--- src/rtl/ntt_pkg.sv ---
// Shared constants and types for the NTT command front-end.
// Latency: n/a (declarations only).
// Backpressure: n/a.
package ntt_pkg;

   localparam logic [7:0]  OP_NOP      = 8'h00;
   localparam logic [7:0]  OP_SET_Q_LO = 8'hF0;
   localparam logic [7:0]  OP_SET_Q_HI = 8'hF1;

   localparam int          OPC_LSB     = 56;
   localparam int          SLOT_LSB    = 52;
   localparam int          MODSEL_LSB  = 50;
   localparam int          PAYLOAD_W   = 48;

   localparam logic [63:0] DEFAULT_Q   = 64'h0800000000000001;

   typedef enum logic [1:0] {
      IDLE    = 2'd0,
      WAIT_LO = 2'd1,
      WAIT_HI = 2'd2
   } state_t;

   // Host command word layout, MSB first.
   typedef struct packed {
      logic [7:0]  opcode;
      logic [3:0]  slot;
      logic [1:0]  modsel;
      logic [1:0]  rsvd;
      logic [47:0] payload;
   } cmd_t;

endpackage

--- src/rtl/ntt_cmd_fifo.sv ---
// Synchronous command FIFO with full/empty flags and occupancy count.
// Latency: a pushed word is visible at the head the cycle after the push.
// Backpressure: full flag must gate pushes; pop must only be asserted when not empty.
module ntt_cmd_fifo #(
   parameter int WIDTH = 64,
   parameter int DEPTH = 4
) (
   input  logic                       clk,
   input  logic                       rst,
   input  logic                       i_push,
   input  logic [WIDTH-1:0]           i_push_dat,
   input  logic                       i_pop,
   output logic [WIDTH-1:0]           o_head_dat,
   output logic                       o_full,
   output logic                       o_empty,
   output logic [$clog2(DEPTH):0]     o_count
);
   localparam int AW = $clog2(DEPTH);
   localparam int CW = AW + 1;

   logic [WIDTH-1:0] r_mem [DEPTH];
   logic [AW-1:0]    r_wr_ptr;
   logic [AW-1:0]    r_rd_ptr;
   logic [CW-1:0]    r_count;

   // Storage array; contents are don't-care until written, so no reset.
   always_ff @(posedge clk) begin
      if (i_push) r_mem[r_wr_ptr] <= i_push_dat;
   end

   // Pointers wrap naturally at the power-of-two depth; count tracks occupancy.
   always_ff @(posedge clk) begin
      if (rst) begin
         r_wr_ptr <= '0;
         r_rd_ptr <= '0;
         r_count  <= '0;
      end else begin
         if (i_push) r_wr_ptr <= r_wr_ptr + 1'b1;
         if (i_pop)  r_rd_ptr <= r_rd_ptr + 1'b1;
         r_count <= r_count + CW'(i_push) - CW'(i_pop);
      end
   end

   assign o_head_dat = r_mem[r_rd_ptr];
   assign o_full     = (r_count == CW'(DEPTH));
   assign o_empty    = (r_count == '0);
   assign o_count    = r_count;

endmodule

--- src/rtl/ntt_core_q.sv ---
// NTT command front-end: queues host commands, applies modulus-table writes, issues compute ops.
// Latency: issue pulse and eng_* fields appear the cycle after a compute op is popped.
// Backpressure: cmd_ready drops when the queue is full; compute ops wait at the head for eng_ready.
module ntt_core_q #(
   parameter int          CORE_ID    = 0,
   parameter int          CMDQ_DEPTH = 4,
   parameter int          NUM_MOD    = 4,
   parameter logic [63:0] DEFAULT_Q  = ntt_pkg::DEFAULT_Q
) (
   input  logic        clk,
   input  logic        rst,
   input  logic        cmd_valid,
   input  logic [63:0] cmd_data,
   output logic        cmd_ready,
   output logic        idle,
   output logic        eng_cmd_valid,
   output logic [7:0]  eng_opcode,
   output logic [3:0]  eng_slot,
   output logic [47:0] eng_dma_addr,
   output logic [63:0] eng_q,
   input  logic        eng_ready,
   output logic [63:0] op_count,
   output logic [63:0] busy_cycles,
   output logic [63:0] stall_cycles,
   output logic [7:0]  core_id
);
   import ntt_pkg::*;

   localparam int CW = $clog2(CMDQ_DEPTH) + 1;

   logic          w_push, w_pop, w_full, w_empty;
   logic [CW-1:0] w_count;
   logic [63:0]   w_head_dat;
   cmd_t          w_head;
   logic [1:0]    w_msel;
   logic          w_is_cfg, w_is_compute;
   logic          w_issue, w_cfg_we, w_done, w_stall;
   logic          w_unused_rsvd;
   state_t        r_state, w_state_nxt;

   // Table is sized for the largest modsel; entries at or above NUM_MOD stay at reset value.
   logic [63:0]   r_table [4];
   logic          r_eng_cmd_valid;
   logic [7:0]    r_eng_opcode;
   logic [3:0]    r_eng_slot;
   logic [47:0]   r_eng_dma_addr;
   logic [63:0]   r_eng_q;
   logic [63:0]   r_op_count, r_busy_cycles, r_stall_cycles;

   assign w_push = cmd_valid && !w_full;

   ntt_cmd_fifo #(.WIDTH(64), .DEPTH(CMDQ_DEPTH)) u_fifo (
      .clk        (clk),
      .rst        (rst),
      .i_push     (w_push),
      .i_push_dat (cmd_data),
      .i_pop      (w_pop),
      .o_head_dat (w_head_dat),
      .o_full     (w_full),
      .o_empty    (w_empty),
      .o_count    (w_count)
   );

   assign w_head        = cmd_t'(w_head_dat);
   assign w_unused_rsvd = ^w_head.rsvd;   // reserved command bits are ignored
   assign w_msel        = (int'(w_head.modsel) >= NUM_MOD) ? 2'd0 : w_head.modsel;
   assign w_is_cfg      = (w_head.opcode == OP_SET_Q_LO) || (w_head.opcode == OP_SET_Q_HI);
   assign w_is_compute  = !w_is_cfg && (w_head.opcode != OP_NOP);
   assign w_stall       = (r_state == IDLE) && !w_empty && w_is_compute && !eng_ready;

   // Dispatch: config/NOP drain one per cycle in IDLE; compute issues then waits for the engine handshake.
   always_comb begin
      w_state_nxt = r_state;
      w_pop       = 1'b0;
      w_issue     = 1'b0;
      w_cfg_we    = 1'b0;
      w_done      = 1'b0;
      case (r_state)
         IDLE: begin
            if (!w_empty) begin
               if (w_is_compute) begin
                  if (eng_ready) begin
                     w_pop       = 1'b1;
                     w_issue     = 1'b1;
                     w_state_nxt = WAIT_LO;
                  end
               end else begin
                  w_pop    = 1'b1;
                  w_cfg_we = w_is_cfg;
               end
            end
         end
         WAIT_LO: if (!eng_ready) w_state_nxt = WAIT_HI;
         WAIT_HI: begin
            if (eng_ready) begin
               w_done      = 1'b1;
               w_state_nxt = IDLE;
            end
         end
         default: w_state_nxt = IDLE;
      endcase
   end

   // FSM state register.
   always_ff @(posedge clk) begin
      if (rst) r_state <= IDLE;
      else     r_state <= w_state_nxt;
   end

   // Modulus table: config ops overwrite one 32-bit half of the selected entry.
   always_ff @(posedge clk) begin
      if (rst) begin
         for (int i = 0; i < 4; i++) r_table[i] <= DEFAULT_Q;
      end else if (w_cfg_we) begin
         if (w_head.opcode == OP_SET_Q_HI) r_table[w_msel][63:32] <= w_head.payload[31:0];
         else                              r_table[w_msel][31:0]  <= w_head.payload[31:0];
      end
   end

   // Engine interface: fields and modulus latched at issue and held until the next issue.
   always_ff @(posedge clk) begin
      if (rst) begin
         r_eng_cmd_valid <= 1'b0;
         r_eng_opcode    <= '0;
         r_eng_slot      <= '0;
         r_eng_dma_addr  <= '0;
         r_eng_q         <= '0;
      end else begin
         r_eng_cmd_valid <= w_issue;
         if (w_issue) begin
            r_eng_opcode   <= w_head.opcode;
            r_eng_slot     <= w_head.slot;
            r_eng_dma_addr <= w_head.payload;
            r_eng_q        <= r_table[w_msel];
         end
      end
   end

   // Performance counters, free-running modulo 2^64.
   always_ff @(posedge clk) begin
      if (rst) begin
         r_op_count     <= '0;
         r_busy_cycles  <= '0;
         r_stall_cycles <= '0;
      end else begin
         r_op_count     <= r_op_count + 64'(w_done);
         r_busy_cycles  <= r_busy_cycles + 64'(r_state != IDLE);
         r_stall_cycles <= r_stall_cycles + 64'(w_stall);
      end
   end

   assign cmd_ready     = !w_full;
   assign idle          = (w_count == '0) && (r_state == IDLE);
   assign eng_cmd_valid = r_eng_cmd_valid;
   assign eng_opcode    = r_eng_opcode;
   assign eng_slot      = r_eng_slot;
   assign eng_dma_addr  = r_eng_dma_addr;
   assign eng_q         = r_eng_q;
   assign op_count      = r_op_count;
   assign busy_cycles   = r_busy_cycles;
   assign stall_cycles  = r_stall_cycles;
   assign core_id       = 8'(CORE_ID);

endmodule

--- config.mk ---
export PLATFORM = sky130hd
export DESIGN_NAME = ntt_core_q
export DESIGN_NICKNAME = d
export VERILOG_FILES = /design/src/rtl/ntt_pkg.sv /design/src/rtl/ntt_cmd_fifo.sv /design/src/rtl/ntt_core_q.sv
export SDC_FILE = /design/constraint.sdc
export NUM_CORES = 1
export LEC_CHECK = 0
export BUFFER_PORTS_ARGS = -buffer_cell sky130_fd_sc_hd__buf_2
export CORE_MARGIN = 2
export CORE_UTILIZATION = 30
export DETAILED_ROUTE_END_ITERATION = 10
export PLACE_DENSITY_LB_ADDON = 0.1
export SYNTH_ARGS = -nofsm -noshare
export SYNTH_HDL_FRONTEND = slang
export SYNTH_SLANG_ARGS = --single-unit
--- constraint.sdc ---
create_clock -name clk -period 5.1 [get_ports clk]
set_clock_uncertainty 0.05 [all_clocks]
set_input_delay 0.255 -clock clk [delete_from_list [all_inputs] [get_ports clk]]
set_output_delay 0.255 -clock clk [all_outputs]
set_load 0.02 [all_outputs]
==> impl_metrics.tcl, run 1 <==
set metrics [dict create \
    h-tree-depth 3 \
    p_total_mw 18.72 \
    worstMarginPinSlew_ps 1128 \
    synth-seq-cells 832 \
    path_max_fanout 17 \
    crit_type "reg -> reg" \
    status "finished, final reports clean" \
    min_from "cmd_data[10]" \
    syn_area_um2 33930 \
    grt_pass1_wl_um 154300 \
    cap_violations 0 \
    drive_gt1_frac 0.2452 \
    clk_pin_slew_ps 60 \
    synth_top_cells_by_area "edfxtp_1, dfxtp_1, mux4_2" \
    final_util 0.3690 \
    setup_viol 0 \
    port_buffers 384 \
    cts_setup_buffers 0 \
    synth_most_common_cell "edfxtp_1" \
    cts_sinks 832 \
    r2r_end "stall_cycles[56]$_SDFF_PP0_" \
    syn2layout_area_growth_pct 22.19 \
    hpwl_um 64890 \
    rows 123 \
    die_area_um2 115800 \
    cp-end-kind "register" \
    die_h_um 340.3 \
    regToRegSetupSlack_ps 820 \
    ys.flop_type "edfxtp_1" \
    finalCritPeriodShare 0.8400 \
    rsz0062_at_grt "no" \
    yosysSeqAreaShare 0.6396 \
    core_um2 112300 \
    gp_congestion 0.7766 \
    yosysUniqueCellTypes 49 \
    dr.pass1.iters 5 \
    synth_warnings 0 \
    cts_made_buffers 97 \
    synth_top_area_frac 0.4461 \
    cts_tree "done" \
    drt-initial-drc-count 1481 \
    yosysTopAreaCell "edfxtp_1" \
    holdWs_ps 279.3 \
    ant_nets 0 \
    grt_pass1_vias 23690 \
    grt.overflow.total 0 \
    grt_usage 0.1746 \
    slew_headroom 0.2477 \
    endpoint "stall_cycles[56]$_SDFF_PP0_" \
    tns_ps 0 \
    vdd_drop_max_mv 0.2939 \
    grt_max_degree 124 \
    synthArstFlopShare 0 \
    vias_per_cell 4.995 \
    ios 395 \
    max_freq_ghz 0.2334 \
    p_per_area_nw_per_um2 451.4 \
    fin_crit_ps 4284 \
    drt-total-wl_um 102900 \
    finalNetCount 3191 \
    synthCells 2699 \
    required_ps 5630 \
    place_ws_ps 773.7 \
    worstSkewPairLatency_ps 680 \
    startpoint_type "register" \
    cts_buffer_depth 3 \
    wl_per_cell_um 21.93 \
    die_x_um 340.3 \
    worst_slack_ps 816.1 \
    vias 23440 \
    cts-root-buf "clkbuf_16" \
    p_leak_nw 14.76 \
    synth_area_per_cell_um2 12.57 \
    final_hold_viol_count 0 \
    antenna_found_initial 2 \
    crit_arrival_ps 4820 \
    ff2ff_path_depth 11 \
    synth_edf_count 504 \
    maxSlewViolCount 0 \
    drc 0 \
    min_path_type "in -> reg" \
    ys_top_cells_by_count "edfxtp_1, dfxtp_1, nor2_1" \
    initial_core_util 0.3020 \
    antenna_cells 0 \
]
==> cells in the final DEF (no fill, tap or decap), types with 65 or more instances in the layout <==
cell	count
edfxtp_1	504
clkbuf_16	99
nand2_1	105
nor2_1	320
inv_1	72
a21oi_1	181
buf_2	383
dfxtp_1	326
dlygate4sd3_1	65
mux4_2	125
o21ai_0	150
nand3_1	188
==> cells by family after synthesis <==
| logic type | synth area share |
|---|---|
| compound gates | 0.06841 |
| simple gates | 0.1378 |
| xor+xnor | 0.02194 |
| fa+ha+maj | 0.005015 |
| other cells | 0.0001105 |
| buf+inv | 0.03356 |
| mux | 0.09359 |
| flops | 0.6396 |
==> worst max-delay path, stage by stage, from the launching register on <==
cell and delay, ps:
dfxtp_4 580, mux4_2 630, and4_1 310, a22o_4 280, nor4_1 240, buf_4 210
ha_1 270, ha_1 270, and2_1 170, nand3_1 410, or4_1 620, a21oi_1 150
==> through the flow <==
| step | cell area [um^2] | cells |
|---|---|---|
| 2_1_floorplan | 33960 | 2706 |
| 3_3_place_gp | 37360 | 4446 |
| 3_5_place_dp | 37360 | 4446 |
| 4_1_cts | 41460 | 4693 |
| 5_1_grt | 41460 | 4693 |
| 6_report | 41460 | 4693 |
==> how the worst min path moves through the flow <==
stage                                     to  slack, ps  cells after the start
6_report       u_fifo.r_mem[1][10]$_DFFE_PP_        280                      2
5_1_grt         u_fifo.r_mem[1][4]$_DFFE_PP_        270                      2
4_1_cts        u_fifo.r_mem[3][34]$_DFFE_PP_        220                      2
3_5_place_dp           eng_q[2]$_SDFFE_PP0P_        420                      2
3_3_place_gp   eng_dma_addr[33]$_SDFFE_PP0P_        410                      2
2_1_floorplan        r_state[1]$_SDFFE_PP0P_        280                      1
==> layout make-up <==
class | instances | area, um^2
fill | 10960 | 70890
inverter | 73 | 274.0
multi-input combinational | 1610 | 11170
tap | 1500 | 1877
timing repair buffer | 496 | 2985
clock inverter | 57 | 752.0
clock buffer | 125 | 2695
sequential | 832 | 21710
==> report_power, final <==
group	leakage, nW	switching [mW]	total, mW	internal (mW)
clock	1.67	2.92	7.43	4.51
sequential	7.54	0.221	7.89	7.67
combinational	5.54	2.16	3.39	1.23
total	14.8	5.30	18.7	13.4
==> flip-flops by register name, indices dropped and copies added, names as in the netlist, 3 cells and up, named ones only <==
name / flops
stall_cycles: 64
u_fifo.o_count: 3
r_table: 256
u_fifo.r_mem: 248
op_count: 64
eng_q: 64
eng_dma_addr: 48
eng_opcode: 8
eng_slot: 4
busy_cycles: 64
==> layer usage <==
metal  up-vias  global-route usage  part of all wire
met2       531              0.2921              0.49
met4         2             0.05305             0.024
met1     11880              0.2279              0.44
met3       124             0.03513             0.051
met5         -                   0           0.00011
li1      10900                   -                 -
==> timing repair <==
action                                 CTS  global route
hold buffers                            65             0
gates resized for setup                  0             0
endpoints found under the hold margin  299             0
Power figures use the tool's default switching activity.
==> run 2, diff against run 1 <==
Clock period 5.1 ns to 3.7 ns, I/O delays scaled along.
==> run 2 against run 1 <==
Compared with the run above:
- maximum frequency rose by 23%
- worst hold slack lost 76 ps
- global-route usage about the same
- routed wire length grew 0.45%
- critical path depth up 3
- via count is 0.66% higher
- cell area is 1.1% higher
- sequential cell count unchanged
- count of clock-buffer cells in the layout rose by 15
- clock power up 34%
- utilization grew 0.40 points
- register-to-register slack got worse by 610 ps
- critical path type unchanged
- largest power group unchanged
==> impl_metrics.tcl, run 2 (same netlist as run 1, synthesis figures left out) <==
set metrics [dict create \
    cts_tree "done" \
    final_area_um2 41910 \
    p_per_area_nw_per_um2 614.5 \
    regMostFlops "r_table" \
    setup_viol 0 \
    drt-total-wl_um 103400 \
    gp_congestion 0.7939 \
    h-tree-depth 3 \
    die_x_um 340.3 \
    cts-root-buf "clkbuf_16" \
    worst_slack_ps 210.1 \
    final_hold_viol_count 0 \
    drc 0 \
    grt_pass1_vias 23790 \
    startpoint_type "register" \
    core_um2 112300 \
    grt.overflow.total 0 \
    cts_sinks 832 \
    crit_type "reg -> reg" \
    multi_input_comb_area_um2 11250 \
    wl_per_cell_um 21.88 \
    cts_buffer_depth 3 \
    ant_nets 0 \
    path_max_fanout 7 \
    grt_usage 0.1747 \
    die_h_um 340.3 \
    antenna_cells 0 \
    initial_core_util 0.3020 \
    seq_area_um2 21710 \
    grt_pass1_wl_um 155000 \
    ios 395 \
    status "finished, final reports clean" \
    vdd_drop_max_mv 0.4868 \
    syn2layout_area_growth_pct 23.52 \
    p_leak_nw 14.95 \
    fin_crit_ps 3490 \
    fillerInstances 11040 \
    crit_path_max_incr_delay_ps 580 \
    die_area_um2 115800 \
    rows 123 \
    grt_max_degree 204 \
    clk_pin_slew_ps 60 \
    place_ws_ps 41.75 \
    worstSkewPairLatency_ps 690 \
    slew_headroom 0.2724 \
    top_regs "r_table x256, u_fifo.r_mem x248" \
    finalNetCount 3223 \
    tns_ps 0 \
    max_freq_ghz 0.2865 \
    finalCritPeriodShare 0.9432 \
    cap_violations 0 \
    vias_per_cell 4.993 \
    largest_reg_flops 256 \
    rsz0062_at_grt "yes" \
    path_cells "buf_4, buf_4, mux4_2, nor3_4, a22o_4, nor4_4, buf_4, ha_4, ha_4, nand4_1, nor3_2, nand4_1, or4_1, a21oi_1" \
    maxSlewViolCount 0 \
    port_buffers 384 \
    crit_family "simple AND/OR/NAND/NOR gates" \
    crit_top_cell "buf_4" \
    slowest_stage "or4_1" \
    vias 23600 \
    cp-end-kind "register" \
    drt-initial-drc-count 1484 \
    dr.pass1.iters 5 \
    cts_made_buffers 99 \
    hpwl_um 65040 \
    worstMarginPinSlew_ps 1091 \
    drive_gt1_frac 0.2517 \
    dpl_cell_area_um2 37800 \
    crit_arrival_ps 4020 \
    layout_common_cells "edfxtp_1, buf_2, dfxtp_1, nor2_1, nand3_1" \
    min_path_type "in -> reg" \
    crit_buf_inv 3 \
    required_ps 4230 \
    antenna_found_initial 3 \
    final_common_cell "edfxtp_1" \
]
==> run 2: cell type report <==
class / instances / area share
inverters: 73 / 0.006538
clock inverters: 45 / 0.01349
flip-flops and latches: 832 / 0.5179
multi-input cells: 1610 / 0.2683
clock buffers: 140 / 0.06640
repair buffers: 526 / 0.08252
well taps: 1500 / 0.04478
==> run 2: worst paths after layout <==
path                          start                            to  slack [ps]  cells after the start
max                        register   stall_cycles[38]$_SDFF_PP0_         210                     14
min                     cmd_data[6]  u_fifo.r_mem[2][6]$_DFFE_PP_         200                      2
max reg2reg                register   stall_cycles[38]$_SDFF_PP0_         210                     14
min reg2reg  eng_q[44]$_SDFFE_PP0P_        eng_q[44]$_SDFFE_PP0P_         420                      2
==> run 2: worst reg2reg max path, delay by kind of cell, from the launching register on <==
family	cells	cell delay (ps)
simple gates	6	1330
buf+inv	3	470
compound gates	2	420
mux	1	420
flops	1	380
fa+ha+maj	2	310
==> run 2: report_power, final <==
group          internal (mW)  total, mW  switching (mW)  leakage (nW)
Sequential              10.6       10.9           0.301          7.54
Combinational           1.83       4.92            3.09          5.78
Clock                   5.91       9.96            4.06          1.63
==> run 2: through the flow <==
step / util / std cells / hold slack (ps) / power, mW
2_1_floorplan: - / 2706 / 212.4 / 14.03
3_3_place_gp: 0.3364 / 4471 / 346.9 / 15.94
3_5_place_dp: 0.3364 / 4471 / 353.3 / 15.97
4_1_cts: 0.3721 / 4722 / 150.7 / 26.10
5_1_grt: 0.3730 / 4726 / 174.5 / 26.87
6_report: 0.3730 / 4726 / 203.7 / 25.75
==> run 2: timing repair <==
action,4_1_cts,5_1_grt
gates resized for setup,0,12
endpoints found under the hold margin,286,0
buffers inserted,0,4
hold buffers,66,0
endpoints found under the setup margin,0,24
==> run 2: metal layers <==
| metal | vias up | GRT usage | routed length, um | part of all wire |
|---|---|---|---|---|
| li1 | 10960 | - | - | - |
| met1 | 11960 | 0.2276 | 45310 | 0.44 |
| met2 | 526 | 0.2920 | 50130 | 0.48 |
| met3 | 145 | 0.03776 | 5152 | 0.050 |
| met4 | 4 | 0.05011 | 2770 | 0.027 |
| met5 | - | 0 | 21 | 0.00020 |
==> run 3, diff against run 2 <==
Settings changed: CAP_MARGIN set to 10.
Clock period 3.7 ns to 2.95 ns, I/O delays scaled along.
==> run 3 against run 2 <==
Compared with the run above:
- the flow now finishes with violations (negative setup slack)
- clock power increased by 19%
- cell area up 8.8%
- sequential cell count did not move
- critical path depth unchanged
- die area unchanged
- register-to-register slack got worse by 740 ps
- sequential power up 25%
- non-clock buffer count increased by 161
- routed wire length is 6.0% higher
- global-route usage rose by 0.42 points
- largest cell class unchanged
- highest routed layer unchanged
==> impl_metrics.tcl, run 3 (same netlist as run 1, synthesis figures left out) <==
set metrics [dict create \
    status "finished, violations left" \
    violations "negative setup slack" \
    cp-end-kind "register" \
    seq_area_um2 21710 \
    drt-total-wl_um 109600 \
    setup_viol 454 \
    final_area_um2 45600 \
    clk_pin_slew_ps 60 \
    core_um2 112300 \
    path_cells "buf_4, buf_8, mux4_2, nor4_4, a221oi_1, nor3_2, ha_1, inv_1, ha_1, inv_1, fa_1, xor2_1, xnor2_1, nor2_1" \
    antenna_found_initial 3 \
    drive_gt1_frac 0.3417 \
    rsz0062_at_grt "yes" \
    required_ps 3430 \
    clockPowerShare 0.366 \
    holdWs_ps 160.6 \
    crit_type "reg -> reg" \
    crit_path_max_incr_delay_ps 570 \
    layout_common_cells "edfxtp_1, buf_2, dfxtp_1, nor2_1, nand3_1" \
    die_h_um 340.3 \
    combPwrFrac 0.216 \
    ios 395 \
    worstMarginPinSlew_ps 1092 \
    drc 0 \
    p_per_area_nw_per_um2 715.3 \
    path_max_fanout 7 \
    largest_reg_flops 256 \
    vdd_drop_max_mv 0.4900 \
    dpl_cell_area_um2 38740 \
    finalCritPeriodShare 1.179 \
    finalNetCount 3383 \
    cts_made_buffers 96 \
    regMostFlops "r_table" \
    maxSlewViolCount 0 \
    ant_nets 0 \
    dr.pass1.iters 5 \
    drt-initial-drc-count 1441 \
    final_hold_viol_count 0 \
    switching_share 0.2956 \
    worstSkewPairLatency_ps 690 \
    wl_per_cell_um 22.44 \
    initial_core_util 0.3020 \
    rows 123 \
    startpoint_type "register" \
    slowest_stage "mux4_2" \
    cts-root-buf "clkbuf_16" \
    vias_per_cell 5.027 \
    power_frac_seq 0.418 \
    gp_congestion 0.7896 \
    slew_headroom 0.2722 \
    p_total_mw 32.62 \
    grt_pass1_vias 24430 \
    vias 24550 \
    power_switching_mw 9.643 \
    tns_ps -153380 \
    worst_slack_ps -528.0 \
    h-tree-depth 3 \
    final_cells 4884 \
    dp_cells 4548 \
    top_regs "r_table x256, u_fifo.r_mem x248" \
    fin_crit_ps 3478 \
    min_path_type "in -> reg" \
    hpwl_um 69690 \
    cts_buffer_depth 3 \
    max_freq_ghz 0.2875 \
    fillerInstances 10720 \
    crit_arrival_ps 3960 \
    grt_pass1_wl_um 158900 \
    grt_max_degree 202 \
    cap_violations 0 \
    p_int_mw 22.98 \
    cts_tree "done" \
    grt_usage 0.1789 \
    cts_sinks 832 \
    die_area_um2 115800 \
    p_leak_nw 16.44 \
    syn2layout_area_growth_pct 34.41 \
    port_buffers 384 \
    die_x_um 340.3 \
    grt.overflow.total 0 \
    final_common_cell "edfxtp_1" \
    multi_input_comb_area_um2 12750 \
]
run 3: power groups by stage:
stage                     combinational (mW)  sequential, mW  clock (mW)
after floorplan                         3.37            14.2           0
after global placement                  6.40            13.8           0
after detailed placement                6.41            13.9           0
after CTS                               6.60            13.6        12.3
after global routing                    7.57            13.7        12.8
final                                   7.05            13.6        11.9
run 3: worst max-delay path: cells and delay by family (launching register included):
family          cells  cell delay (ps)
fa+ha+maj           3              770
simple gates        3              650
mux                 1              570
flops               1              420
buf+inv             4              370
xor+xnor            2              320
compound gates      1              170
run 3: what timing repair did:
item                                    4_1_cts  5_1_grt
endpoints found under the hold margin       273        0
endpoints found under the setup margin      687      662
gates cloned                                  4       24
buffers inserted                              8       58
pin swaps                                    18       63
resized for setup                            58      344
hold buffers                                 65        0
run 3: through the flow:
stage	util	worst slack, ps
after floorplan	-	-615.3
after global placement	0.3449	-804.0
after detailed placement	0.3449	-826.4
after CTS	0.3831	-585.8
after global routing	0.4059	-779.0
final	0.4059	-528.0
run 3: worst paths after layout:
kind	endpoint	slack [ps]	cells past startpoint	start
worst max-delay path	u_fifo.o_count[2]$_SDFF_PP0_	-530	14	register
worst min-delay path	u_fifo.r_mem[3][7]$_DFFE_PP_	160	2	cmd_data[7]
worst max register to register	u_fifo.o_count[2]$_SDFF_PP0_	-530	14	register
worst min register to register	eng_q[57]$_SDFFE_PP0P_	420	2	eng_q[57]$_SDFFE_PP0P_
run 3: cell type report:
class,count,share of cell area
Sequential cell,832,0.4760
Multi-Input combinational cell,1612,0.2795
Timing Repair Buffer,687,0.1273
Clock buffer,131,0.05929
Tap cell,1500,0.04116
Clock inverter,48,0.01051
Inverter,73,0.006173
Antenna cell,1,0.00005487
run 3: routing by layer:
metal / GRT usage / routed length [um] / vias to the layer above
met2: 0.3001 / 53850 / 618
met5: 0 / 13 / -
li1: - / - / 11330
met1: 0.2302 / 46250 / 12460
met4: 0.05571 / 3119 / 2
met3: 0.03893 / 6390 / 146
